<file path="src/rtl/fnd_pkg.sv">
// Shared definitions for the FND game timer: FSM state encoding and the
// seven-segment lookup table (bit order {g,f,e,d,c,b,a}, 1 = lit).
package fnd_pkg;

  typedef enum logic [1:0] {
    ST_IDLE  = 2'b00,
    ST_RUN   = 2'b01,
    ST_PAUSE = 2'b10,
    ST_DONE  = 2'b11
  } state_t;

  // Codes 10..15 are not BCD digits and show as a blank digit.
  localparam logic [6:0] SEG_TABLE [16] = '{
    7'h3F, 7'h06, 7'h5B, 7'h4F, 7'h66, 7'h6D, 7'h7D, 7'h07,
    7'h7F, 7'h6F, 7'h00, 7'h00, 7'h00, 7'h00, 7'h00, 7'h00
  };

endpackage

</file>
<file path="src/rtl/fnd_dec.sv">
// Single-digit BCD to seven-segment decoder, purely combinational.
module fnd_dec
  import fnd_pkg::*;
(
  input  logic [3:0] i_Bcd,
  output logic [6:0] o_Seg
);

  assign o_Seg = SEG_TABLE[i_Bcd];

endmodule

</file>
<file path="src/rtl/fnd_game_timer.sv">
// Multi-digit BCD game timer with start/stop/pause, clear and seven-segment
// outputs. Optional down-counting with preset is enabled by FND_TIMER_DOWN_EN.
module fnd_game_timer
  import fnd_pkg::*;
#(
  parameter int DIGITS  = 3,
  parameter int CLK_HZ  = 100_000_000,
  parameter int TICK_HZ = 20,
  parameter int WRAP    = 1
) (
  input  logic                  i_Clk,
  input  logic                  i_Rst,
  input  logic                  i_fStartStop,
  input  logic                  i_fClear,
`ifdef FND_TIMER_DOWN_EN
  input  logic                  i_fDown,
  input  logic [4*DIGITS-1:0]   i_Preset,
`endif
  output logic [4*DIGITS-1:0]   o_Bcd,
  output logic [7*DIGITS-1:0]   o_Fnd,
  output logic                  o_fRun,
  output logic                  o_fDone,
  output state_t                o_State
);

  localparam int PERIOD = (CLK_HZ / TICK_HZ < 1) ? 1 : CLK_HZ / TICK_HZ;
  localparam int PW     = (PERIOD > 1) ? $clog2(PERIOD) : 1;
  localparam logic [PW-1:0] TERM = PW'(PERIOD - 1);

  state_t                state_q, state_d;
  logic [PW-1:0]         presc_q, presc_d;
  logic [4*DIGITS-1:0]   count_q, count_d;
  logic                  ss_q;

  logic                  start_edge, tick, down;
  logic [4*DIGITS-1:0]   preset;
  logic [4*DIGITS-1:0]   inc_val, dec_val;
  logic                  all_nines, all_zero;

`ifdef FND_TIMER_DOWN_EN
  assign down   = i_fDown;
  assign preset = i_Preset;
`else
  assign down   = 1'b0;
  assign preset = '0;
`endif

  assign start_edge = i_fStartStop & ~ss_q;
  assign tick       = (state_q == ST_RUN) && (presc_q == TERM);

  // Ripple-carry/borrow BCD step; carry (borrow) survives only through 9s (0s).
  always_comb begin : bcd_step
    logic       carry;
    logic       borrow;
    logic [3:0] dig;
    carry   = 1'b1;
    borrow  = 1'b1;
    dig     = 4'd0;
    inc_val = '0;
    dec_val = '0;
    for (int i = 0; i < DIGITS; i++) begin
      dig = count_q[4*i +: 4];
      inc_val[4*i +: 4] = carry  ? ((dig == 4'd9) ? 4'd0 : dig + 4'd1) : dig;
      dec_val[4*i +: 4] = borrow ? ((dig == 4'd0) ? 4'd9 : dig - 4'd1) : dig;
      carry  = carry  && (dig == 4'd9);
      borrow = borrow && (dig == 4'd0);
    end
    all_nines = carry;
    all_zero  = borrow;
  end

  always_comb begin
    state_d = state_q;
    presc_d = presc_q;
    count_d = count_q;
    if (i_fClear) begin
      state_d = ST_IDLE;
      presc_d = '0;
      count_d = down ? preset : '0;
    end else begin
      case (state_q)
        ST_IDLE: begin
          presc_d = '0;
          if (start_edge) state_d = ST_RUN;
        end
        ST_RUN: begin
          // The prescaler keeps its period even when a pause swallows the tick.
          presc_d = tick ? '0 : presc_q + PW'(1);
          if (start_edge) begin
            state_d = ST_PAUSE;
          end else if (tick) begin
            if (down) begin
              if (all_zero && (WRAP == 0)) state_d = ST_DONE;
              else                         count_d = dec_val;
            end else begin
              if (all_nines && (WRAP == 0)) state_d = ST_DONE;
              else                          count_d = inc_val;
            end
          end
        end
        ST_PAUSE: begin
          if (start_edge) state_d = ST_RUN;
        end
        default: ;
      endcase
    end
  end

  always_ff @(posedge i_Clk or negedge i_Rst) begin
    if (!i_Rst) begin
      state_q <= ST_IDLE;
      presc_q <= '0;
      count_q <= '0;
      ss_q    <= 1'b0;
    end else begin
      state_q <= state_d;
      presc_q <= presc_d;
      count_q <= count_d;
      ss_q    <= i_fStartStop;
    end
  end

  assign o_Bcd   = count_q;
  assign o_fRun  = (state_q == ST_RUN);
  assign o_fDone = (state_q == ST_DONE);
  assign o_State = state_q;

  for (genvar g = 0; g < DIGITS; g++) begin : g_dec
    fnd_dec u_dec (
      .i_Bcd (count_q[4*g +: 4]),
      .o_Seg (o_Fnd[7*g +: 7])
    );
  end

endmodule

</file>
<file path="config.mk">
export PLATFORM = sky130hd
export DESIGN_NAME = fnd_game_timer
export DESIGN_NICKNAME = d
export VERILOG_FILES = /design/src/rtl/fnd_pkg.sv /design/src/rtl/fnd_dec.sv /design/src/rtl/fnd_game_timer.sv
export SDC_FILE = /design/constraint.sdc
export NUM_CORES = 1
export LEC_CHECK = 0
export ABC_AREA = 1
export ABC_CLOCK_PERIOD_IN_PS = 1700
export BUFFER_PORTS_ARGS = -buffer_cell sky130_fd_sc_hd__buf_2
export CORE_MARGIN = 1.5
export CORE_UTILIZATION = 58
export CTS_CLUSTER_SIZE = 16
export DETAILED_ROUTE_END_ITERATION = 8
export PLACE_DENSITY = 0.86
export SKIP_CTS_REPAIR_TIMING = 1
export SYNTH_ARGS = -nofsm -noshare
export SYNTH_HDL_FRONTEND = slang
export SYNTH_SLANG_ARGS = --single-unit
</file>
<file path="constraint.sdc">
create_clock -name i_Clk -period 1.7 [get_ports i_Clk]
set_input_delay 0.34 -clock i_Clk [delete_from_list [all_inputs] [get_ports i_Clk]]
set_output_delay 0.34 -clock i_Clk [all_outputs]
set_load 0.01 [all_outputs]
</file>
==> flow_summary.json, run 1 <==
{
  "end_kind": "primary output",
  "crit_chain": "ha_2, or2_4, o21ai_2, nand2_1, nand2_1, buf_2",
  "antenna-diode-count": 0,
  "cpMostUsedCell": "nand2_1",
  "start_kind": "register",
  "tns_ns": -1.791,
  "grtUsageTotal_pct": 27.62,
  "violations_in_the_final_reports": "negative setup slack",
  "synthCells": 437,
  "initial_utilization_pct": 59.84,
  "vdd.ir_drop.worst_uv": 536.8,
  "max-slew-margin-rel_pct": 67.13,
  "cp_top_family": "flip-flops",
  "hold_violations": 0,
  "max_freq_mhz": 538.3,
  "die_height_um": 75.36,
  "power_dens_cells_nw_per_um2": 700.5,
  "cell_internal_pwr_mw": 1.781,
  "clock_tree.root_cell": "clkbuf_8",
  "holdCritPathClass": "input port to asynchronous set/reset pin",
  "fin_worst_hold_slack_ns": 0.001558,
  "finalSetupViolations": 20,
  "p_clk_share_pct": 28.0,
  "worstSkewPairLatency_ns": 0.30,
  "worst-path-buf-inv": 1,
  "arrival_ns": 1.52,
  "worst_setup_hold_path_clk_slew_ns": 0.07,
  "dominantRegCellSynth": "dfrtp_1",
  "crit_path_max_fanout": 5,
  "routed_via_density": 5.591,
  "numPortBuffers": 40,
  "final-max-slew-violation-count": 0,
  "switching_share_pct": 33.92,
  "skew_ns": 0.007264,
  "maxCapViolCount": 0,
  "critical-path-slowest-cell": "dfrtp_2",
  "area_inside_the_core_boundary_um2": 5075,
  "initialDrtViolationCount": 257,
  "syn_area_um2": 3037,
  "fp.dieW_um": 75.36,
  "layout_common_cells": "nand2_1 (113), nor2_1 (58), inv_1 (40), nand3_1 (40), buf_2 (40)",
  "rsz0062_at_grt": "true",
  "grt_start_max_net_pins": 21,
  "cts_buffer_depth": 2,
  "num-fill-cells": 390,
  "htreeDepth": 2,
  "result_of_the_run": "finished, violations left",
  "setup.reg_to_reg.worst_slack_ns": 0.06,
  "layout_commonest_cell": "nand2_1",
  "antenna_left": 0,
  "postRouteWirelength_um": 8591,
  "routabilityCongestion": 0.9312,
  "synth-seq-area-share_pct": 31.31,
  "critical_path_required_ns": 1.36,
  "postSynthRegisterBits": 38,
  "firstDrtPassIters": 5,
  "fin_crit_ns": 1.858,
  "avgSynthCellArea_um2": 6.949,
  "cp_slowest_stage_delay_ns": 0.47,
  "wire_length_of_the_first_global_routing_pass_um": 11990,
  "final.setup.worst_slack_ns": -0.1577,
  "tightest_slew_ns": 0.4931,
  "die_area_um2": 5678,
  "wirelength_per_cell_um": 14.69,
  "post_synth_num_cell_types": 31,
  "area_delta_synth_final_pct": 26.74,
  "yosysWarnings": 0,
  "net-switching-power_uw": 914.4,
  "number_of_flops_mapped_to_enable_cells_by_yosys": 0,
  "clock_buffers_created_by_tritoncts": 5,
  "first_global_vias": 2712,
  "dp_hpwl_um": 5687,
  "globalRouteOverflowTotal": 0,
  "total_clock_sinks": 38,
  "number_of_antenna_violations_at_the_first_check_in_global_routing": 0,
  "worstSetupPathType": "register to primary output",
  "final_min_period_over_clock_period_pct": 109.3,
  "async_flop_share_pct": 100.0,
  "tritoncts": "yes",
  "syn-num-nets": 466,
  "floorplan.rows": 26,
  "power_frac_seq_pct": 37.2,
  "fin_nets": 543,
  "final_layout_size_suffix_gt1_share_pct": 28.93,
  "ios": 41,
  "dr_total_vias": 3271,
  "drcViolationCount": 0,
  "p_leak_nw": 1.843,
  "share_comb_of_total_power_pct": 34.8
}
## metal layers
metal | track usage (%) | vias up | wire (um)
li1 | - | 1552 | -
met1 | 36.14 | 1550 | 3590
met2 | 46.69 | 138 | 4265
met3 | 4.630 | 31 | 483
met4 | 9.127 | 0 | 251
met5 | 0 | - | 0
## cell usage after synthesis (2+ instances only)
cell	count	share of area, %
buf_2	4	0.66
o21ai_0	28	4.6
nand4_1	11	2.3
nor2_4	3	1.1
inv_1	49	6.1
nand2_2	3	0.62
o22ai_1	2	0.41
nor2_1	63	7.8
or2_2	3	0.62
ha_1	25	10
and2_1	2	0.41
nand2_1	119	15
nor2_2	5	1.0
xnor2_1	7	2.0
nor3_1	6	0.99
nand3_2	3	0.99
nand3_1	41	6.8
a21oi_1	4	0.66
buf_6	2	0.74
dfrtp_1	38	31
xor2_1	9	2.6
## through the flow
step                setup slack [ns]  cells  util, %  total power [mW]  instance area, um^2
finish                       -0.1577    585    75.84             2.696                 3849
global route                 -0.2549    585    75.84             2.836                 3849
global placement              0.1184    569    68.66             1.691                 3485
floorplan                    0.06709    437        -             1.428                 3037
detailed placement           0.08316    569    68.66             1.714                 3485
CTS                          -0.2373    577    70.76             2.463                 3591
## final timing paths
| check | from | to | cells after the start |
|---|---|---|---|
| worst max-delay path | o_Bcd[4] | o_Fnd[13] | 6 |
| worst min-delay path | i_Rst | presc_q[8] | 1 |
| worst max register to register | o_Bcd[5] | o_Bcd[9] | 8 |
| worst min register to register | ss_q | o_State[1] | 2 |
| max in group asynchronous | i_Rst | o_Bcd[4] | 2 |
| min in group i_Clk | i_fStartStop | ss_q | 1 |
## logic make-up (layout without fill, tap and decap cells)
kind of cell | after synthesis | after routing | synth area share [%]
xor+xnor | 16 | 16 | 4.615
simple gates | 262 | 263 | 38.57
buf+inv | 57 | 134 | 8.076
compound gates | 39 | 39 | 7.128
flops | 38 | 38 | 31.31
fa+ha+maj | 25 | 25 | 10.30
## layout make-up
type / instances / area, um^2 / area share (%)
clock buffers: 7 / 76.32 / 1.983
clock inverters: 1 / 30.03 / 0.7802
inverters: 50 / 195.2 / 5.072
multi-input cells: 343 / 2018 / 52.44
flip-flops and latches: 38 / 955.9 / 24.84
well taps: 70 / 87.58 / 2.276
repair buffers: 76 / 485.5 / 12.61
## state kept, by name, indices dropped and copies added (netlist names)
register	flops
ss_q	1
o_Bcd	12
o_State	2
presc_q	23
## power by group through the flow
| stage | combinational (mW) | sequential, mW | clock, mW |
|---|---|---|---|
| floorplan | 0.398 | 1.03 | 0 |
| global placement | 0.692 | 0.999 | 0 |
| detailed placement | 0.711 | 1.00 | 0 |
| CTS | 0.716 | 0.985 | 0.761 |
| global route | 1.02 | 1.01 | 0.808 |
| finish | 0.938 | 1.00 | 0.754 |
Note: power is estimated with default switching activity, not from simulation.
==> inputs of run 2 (changes only) <==
--- a/config.mk
+++ b/config.mk
@@ -13,6 +13,7 @@
 export CTS_CLUSTER_SIZE = 16
 export DETAILED_ROUTE_END_ITERATION = 8
 export PLACE_DENSITY = 0.86
+export REMOVE_ABC_BUFFERS = 1
 export SKIP_CTS_REPAIR_TIMING = 1
 export SYNTH_ARGS = -nofsm -noshare
 export SYNTH_HDL_FRONTEND = slang
==> run 2 against run 1 <==
The run still ends with negative setup slack left; clock skew barely moved; hold slack better by 0.074 ns; die area unchanged; critical path depth grew 1; global-route usage decreased by 1.6 points; count of clock-buffer cells in the layout is the same; setup slack got worse by 0.17 ns; wire length is 12% higher; clock power down 12%; critical path type unchanged.
==> flow_summary.json, run 2 (synthesis gave the netlist of run 1 again) <==
{
  "holdCritPathClass": "input port to asynchronous set/reset pin",
  "dr_wl_met3_um": 643,
  "met1_length_um": 3871,
  "switching_share_pct": 36.94,
  "numPortBuffers": 40,
  "preCtsSetupSlack_ns": 0.05864,
  "p_clk_share_pct": 24.2,
  "power_dens_cells_nw_per_um2": 687.9,
  "final.setup.worst_slack_ns": -0.3320,
  "crit_path_max_fanout": 6,
  "p_leak_nw": 1.867,
  "top_layer_used": "met4",
  "clock_tree.root_cell": "clkbuf_8",
  "rsz0062_at_grt": "true",
  "multi_input_comb_area_um2": 2118,
  "dp_cells": 563,
  "finalSetupViolations": 22,
  "hold_violations": 0,
  "share_comb_of_total_power_pct": 39.0,
  "critical_path_required_ns": 1.36,
  "dp_hpwl_um": 5511,
  "worstSkewPairLatency_ns": 0.30,
  "final-max-slew-violation-count": 0,
  "cp_slowest_stage_delay_ns": 0.48,
  "setup.reg_to_reg.worst_slack_ns": -0.01,
  "crit_chain": "inv_4, ha_4, nand2_2, inv_2, o21ai_1, nand2_1, buf_2",
  "final_min_period_over_clock_period_pct": 119.5,
  "timing.rr.end": "o_Bcd[8]",
  "ios": 41,
  "num-fill-cells": 321,
  "dr_total_vias": 3425,
  "postRouteWirelength_um": 9595,
  "skew_ns": 0.006946,
  "area_delta_synth_final_pct": 31.48,
  "antenna-diode-count": 0,
  "antenna_left": 0,
  "violations_in_the_final_reports": "negative setup slack",
  "tritoncts": "yes",
  "tns_ns": -3.107,
  "vdd.ir_drop.worst_uv": 547.5,
  "fin_crit_ns": 2.032,
  "placed_area_um2": 3440,
  "drcViolationCount": 0,
  "worst_setup_hold_path_clk_slew_ns": 0.07,
  "wire_length_of_the_first_global_routing_pass_um": 11340,
  "critical-path-slowest-cell": "dfrtp_2",
  "initialDrtViolationCount": 304,
  "area_inside_the_core_boundary_um2": 5075,
  "grtUsageTotal_pct": 25.98,
  "htreeDepth": 2,
  "start_kind": "register",
  "die_height_um": 75.36,
  "fin_worst_hold_slack_ns": 0.07565,
  "final_layout_size_suffix_gt1_share_pct": 31.85,
  "routed_via_density": 5.825,
  "max_freq_mhz": 492.1,
  "floorplan.rows": 26,
  "firstDrtPassIters": 6,
  "grt_start_max_net_pins": 39,
  "clock_buffers_created_by_tritoncts": 5,
  "largest_register_ffs": 23,
  "layout.cells.non_filler": 588,
  "result_of_the_run": "finished, violations left",
  "layout_common_cells": "nand2_1 (113), nor2_1 (58), buf_2 (40), nand3_1 (38), inv_1 (36)",
  "max-slew-margin-rel_pct": 67.26,
  "tightest_slew_ns": 0.4910,
  "seq_area_um2": 957.2,
  "fp.dieW_um": 75.36,
  "end_kind": "primary output",
  "power_frac_seq_pct": 36.8,
  "worst-r2r-cell-count": 8,
  "first_global_vias": 2621,
  "arrival_ns": 1.69,
  "regMostFlops": "presc_q",
  "number_of_antenna_violations_at_the_first_check_in_global_routing": 0,
  "net-switching-power_mw": 1.015,
  "cell_internal_pwr_mw": 1.732,
  "total_clock_sinks": 38,
  "postLayoutCoreUtil_pct": 78.67,
  "maxCapViolCount": 0,
  "cts_buffer_depth": 2,
  "design_area_um2": 3993,
  "wirelength_per_cell_um": 16.32,
  "routabilityCongestion": 0.9800,
  "globalRouteOverflowTotal": 0,
  "totalPowerFinal_mw": 2.746,
  "met2RoutedLength_um": 4852,
  "initial_utilization_pct": 59.84,
  "layout_commonest_cell": "nand2_1",
  "worstSetupPathType": "register to primary output",
  "r2r_start": "o_Bcd[5]",
  "die_area_um2": 5678,
  "fin_nets": 546
}
[run 2: cell count changes in the layout (fill, tap and decap cells not counted), sizes merged]
cell | previous run | this run
buf | 76 | 80
nand2 | 124 | 123
bufinv | 1 | 0
clkinv | 0 | 1
[run 2: how the worst max path moves through the flow]
stage	startpoint	to	slack, ns	cells past startpoint
finish	o_Bcd[9]	o_Fnd[17]	-0.33	7
global route	o_Bcd[9]	o_Fnd[17]	-0.34	7
CTS	o_Bcd[9]	o_Fnd[17]	-0.28	7
detailed placement	o_Bcd[9]	o_Fnd[17]	0.06	7
global placement	presc_q[10]	o_Bcd[9]	0.08	10
floorplan	o_State[1]	presc_q[13]	-0.16	6
[run 2: layout make-up]
type | instances | share of cell area [%]
clock buffers | 7 | 2.162
clock inverters | 1 | 0.1254
inverters | 50 | 5.014
multi-input cells | 342 | 53.06
flip-flops and latches | 38 | 23.97
well taps | 70 | 2.194
repair buffers | 80 | 13.48
[run 2: worst max-delay path, delay by kind of cell, from the launching register on]
kind / cells / cell delay (ns)
and+or+nand+nor: 2 / 0.17
adders and majority gates: 1 / 0.21
DFF: 1 / 0.48
AOI/OAI and AO/OA: 1 / 0.21
buffers and inverters: 3 / 0.32
[run 2: power groups by stage]
stage	Combinational, mW	Sequential (mW)	Clock, mW
floorplan	0.373	1.04	0
global placement	0.682	0.999	0
detailed placement	0.709	1.00	0
CTS	0.713	0.985	0.659
global route	1.14	1.01	0.707
finish	1.07	1.01	0.665
[run 2: layer usage]
| layer | vias to the layer above | global-route usage [%] |
|---|---|---|
| met3 | 30 | 4.762 |
| met1 | 1656 | 31.68 |
| met5 | - | 0 |
| met4 | 0 | 8.929 |
| li1 | 1555 | - |
| met2 | 184 | 46.10 |
==> inputs of run 3 (changes only) <==
--- a/config.mk
+++ b/config.mk
@@ -14,6 +14,7 @@
 export DETAILED_ROUTE_END_ITERATION = 8
 export PLACE_DENSITY = 0.86
 export REMOVE_ABC_BUFFERS = 1
+export SETUP_SLACK_MARGIN = 0.4
 export SKIP_CTS_REPAIR_TIMING = 1
 export SYNTH_ARGS = -nofsm -noshare
 export SYNTH_HDL_FRONTEND = slang
==> run 3 against run 2 <==
Synthesized area unchanged; the run now fails in global routing (5_1_grt); synthesized cell count unchanged.
==> flow_summary.json, run 3 <==
{
  "fail_step": "global routing (5_1_grt)",
  "clock_buffers_created_by_tritoncts": 5,
  "stop_error": "[ERROR DPL-0033] detailed placement checks failed during check placement.",
  "dp_cells": 563,
  "synth_top_family_by_area": "simple AND/OR/NAND/NOR gates",
  "routabilityCongestion": 0.9800,
  "post_synth_num_cell_types": 31,
  "preCtsSetupSlack_ns": 0.05864,
  "floorplan.rows": 26,
  "result_of_the_run": "aborted with a tool error",
  "die_height_um": 75.36,
  "clock_tree.root_cell": "clkbuf_8",
  "number_of_flops_mapped_to_enable_cells_by_yosys": 0,
  "numPortBuffers": 40,
  "synth-seq-area-share_pct": 31.31,
  "share_of_yosys_cell_area_claimed_by_the_top_area_cell_type_pct": 31.31,
  "ys_top_cells_by_count": "nand2_1 (119), nor2_1 (63), inv_1 (49)",
  "post_synth_fa_ha_maj_area_fraction_pct": 10.30,
  "post_synth_xor_area_fraction_pct": 4.615,
  "cts_buffer_depth": 2,
  "fp.dieW_um": 75.36,
  "synth_simple_gate_area_share_pct": 38.57,
  "grt_start_max_net_pins": 39,
  "initial_utilization_pct": 59.84,
  "cell_taking_the_most_area_after_synthesis": "dfrtp_1",
  "worst_endpoint_kind": "primary output",
  "avgSynthCellArea_um2": 6.949,
  "dp_hpwl_um": 5511,
  "yosys-mux-area-fraction_pct": 0,
  "synthCells": 437,
  "ios": 41,
  "synth_top_cells_by_area": "dfrtp_1 (31%), nand2_1 (15%), ha_1 (10%)",
  "yosysWarnings": 0,
  "total_clock_sinks": 38,
  "dominantRegCellSynth": "dfrtp_1",
  "synth.most_common_cell": "nand2_1",
  "number_of_antenna_violations_at_the_first_check_in_global_routing": 0,
  "synth_compound_area_share_pct": 7.128,
  "grt_repair_worst_endpoint": "o_Fnd[20]",
  "async_flop_share_pct": 100.0,
  "htreeDepth": 2,
  "syn_area_um2": 3037,
  "postSynthRegisterBits": 38
}
run 3: cell counts after synthesis:
No cell type changed its count.
run 3: through the flow:
step	cell area, um^2	hold WS, ns
2_1_floorplan	2979	0.04441
3_3_place_gp	3440	0.4172
3_5_place_dp	3440	0.4232
4_1_cts	3531	0.1017
run 3: cell families after synthesis:
kind of cell / count (synthesis)
AND/OR/NAND/NOR: 262
buffers and inverters: 57
AO/OA/AOI/OAI: 39
flip-flops: 38
adder cells (fa/ha/maj): 25
XOR/XNOR: 16
==> inputs of run 4 (changes only) <==
--- a/config.mk
+++ b/config.mk
@@ -9,12 +9,10 @@
 export ABC_CLOCK_PERIOD_IN_PS = 1700
 export BUFFER_PORTS_ARGS = -buffer_cell sky130_fd_sc_hd__buf_2
 export CORE_MARGIN = 1.5
-export CORE_UTILIZATION = 58
-export CTS_CLUSTER_SIZE = 16
+export CORE_UTILIZATION = 40
 export DETAILED_ROUTE_END_ITERATION = 8
-export PLACE_DENSITY = 0.86
+export PLACE_DENSITY_LB_ADDON = 0.15
 export REMOVE_ABC_BUFFERS = 1
-export SETUP_SLACK_MARGIN = 0.4
 export SKIP_CTS_REPAIR_TIMING = 1
 export SYNTH_ARGS = -nofsm -noshare
 export SYNTH_HDL_FRONTEND = slang
==> run 4 against run 3 <==
The flow now finishes, with violations (negative setup slack).
==> flow_summary.json, run 4 (synthesis gave the netlist of run 1 again) <==
{
  "result_of_the_run": "finished, violations left",
  "violations_in_the_final_reports": "negative setup slack",
  "skew_ns": 0.007605,
  "drcViolationCount": 0,
  "numPortBuffers": 40,
  "tritoncts": "yes",
  "initial_utilization_pct": 41.64,
  "max_freq_mhz": 538.1,
  "die_area_um2": 8123,
  "firstDrtPassIters": 4,
  "number_of_antenna_violations_at_the_first_check_in_global_routing": 0,
  "htreeDepth": 2,
  "antenna_left": 0,
  "p_leak_nw": 1.905,
  "fin_crit_ns": 1.858,
  "switching_share_pct": 34.66,
  "dr_total_vias": 3016,
  "power_frac_seq_pct": 38.6,
  "tightest_slew_ns": 0.4983,
  "wirelength_per_cell_um": 12.67,
  "postRouteWirelength_um": 7919,
  "hold_violations": 0,
  "critical_path_required_ns": 1.36,
  "layout_common_cells": "nand2_1 (116), nor2_1 (57), buf_4 (42), buf_2 (40)",
  "tns_ns": -1.756,
  "final_min_period_over_clock_period_pct": 109.3,
  "first_global_vias": 2880,
  "final_layout_size_suffix_gt1_share_pct": 31.18,
  "num-fill-cells": 749,
  "worst_setup_hold_path_clk_slew_ns": 0.08,
  "dp_hpwl_um": 5717,
  "floorplan.rows": 31,
  "net-switching-power_uw": 908.9,
  "wire_length_of_the_first_global_routing_pass_um": 13140,
  "rsz0062_at_grt": "true",
  "die_height_um": 90.13,
  "start_kind": "register",
  "crit_path_max_fanout": 6,
  "worstSkewPairLatency_ns": 0.28,
  "share_comb_of_total_power_pct": 36.7,
  "final-max-slew-violation-count": 0,
  "p_clk_share_pct": 24.6,
  "vdd.ir_drop.worst_uv": 375.3,
  "holdCritPathClass": "input port to asynchronous set/reset pin",
  "regMostFlops": "presc_q",
  "totalPowerFinal_mw": 2.622,
  "maxCapViolCount": 0,
  "clock_tree.root_cell": "clkbuf_8",
  "end_kind": "primary output",
  "power_dens_cells_nw_per_um2": 651.3,
  "cell_internal_pwr_mw": 1.713,
  "cts_buffer_depth": 2,
  "worstSetupPathType": "register to primary output",
  "final.setup.worst_slack_ns": -0.1583,
  "finalSetupViolations": 18,
  "fin_nets": 554,
  "placed_area_um2": 3506,
  "max-slew-margin-rel_pct": 66.78,
  "area_delta_synth_final_pct": 32.59,
  "grtUsageTotal_pct": 19.14,
  "layout_commonest_cell": "nand2_1",
  "grt_start_max_net_pins": 39,
  "fp.dieW_um": 90.13,
  "ios": 41,
  "area_inside_the_core_boundary_um2": 7292,
  "globalRouteOverflowTotal": 0,
  "routed_via_density": 4.826,
  "antenna-diode-count": 0,
  "arrival_ns": 1.52,
  "routabilityCongestion": 0.8875,
  "total_clock_sinks": 38,
  "largest_register_ffs": 23,
  "initialDrtViolationCount": 99,
  "design_area_um2": 4026,
  "fin_worst_hold_slack_ns": 0.1052,
  "clock_buffers_created_by_tritoncts": 5
}
run 4: final cells by class:
class	count	area, um^2	share of cell area [%]
Clock buffer	7	86.33	2.144
Clock inverter	1	5.005	0.1243
Inverter	50	205.2	5.096
Multi-Input combinational cell	342	2067	51.34
Sequential cell	38	955.9	23.74
Tap cell	99	123.9	3.076
Timing Repair Buffer	88	583.1	14.48
run 4: worst paths after layout:
check | from | depth (start not counted) | slack (ns) | to
worst min register to register | ss_q | 2 | 0.52 | o_State[1]
worst max register to register | o_Bcd[1] | 8 | 0.08 | o_Bcd[9]
min in group i_Clk | i_fStartStop | 1 | 0.18 | ss_q
max in group asynchronous | i_Rst | 2 | 1.22 | o_Bcd[9]
worst min-delay path | i_Rst | 2 | 0.11 | presc_q[7]
worst max-delay path | o_Bcd[1] | 6 | -0.16 | o_Fnd[6]
run 4: power by group through the flow:
stage | Clock, mW | Combinational, mW | Sequential, mW
2_1_floorplan | 0 | 0.373 | 1.04
3_3_place_gp | 0 | 0.690 | 1.01
3_5_place_dp | 0 | 0.694 | 1.01
4_1_cts | 0.672 | 0.698 | 0.992
5_1_grt | 0.704 | 1.06 | 1.02
6_report | 0.646 | 0.963 | 1.01
run 4: worst max-delay path, stage by stage (launching register included):
cell	delay, ns
dfrtp_2	0.47
ha_2	0.19
or2_4	0.25
o21ai_1	0.07
nand2_1	0.06
nand2_1	0.06
buf_2	0.13
run 4: stage by stage:
stage / util [%] / cells / setup slack, ns
6_report: 55.22 / 625 / -0.1583
5_1_grt: 55.22 / 625 / -0.2367
4_1_cts: 49.33 / 604 / -0.2782
3_5_place_dp: 48.08 / 596 / 0.02026
3_3_place_gp: 48.08 / 596 / 0.08193
2_1_floorplan: - / 430 / -0.1587
run 4: per-layer routing:
| metal | track usage (%) | up-vias | part of all wire [%] |
|---|---|---|---|
| met3 | 2.792 | 8 | 4.2 |
| met5 | 0 | - | 0 |
| met4 | 2.910 | 0 | 0.98 |
| li1 | - | 1565 | - |
| met1 | 25.71 | 1372 | 47 |
| met2 | 33.08 | 71 | 48 |
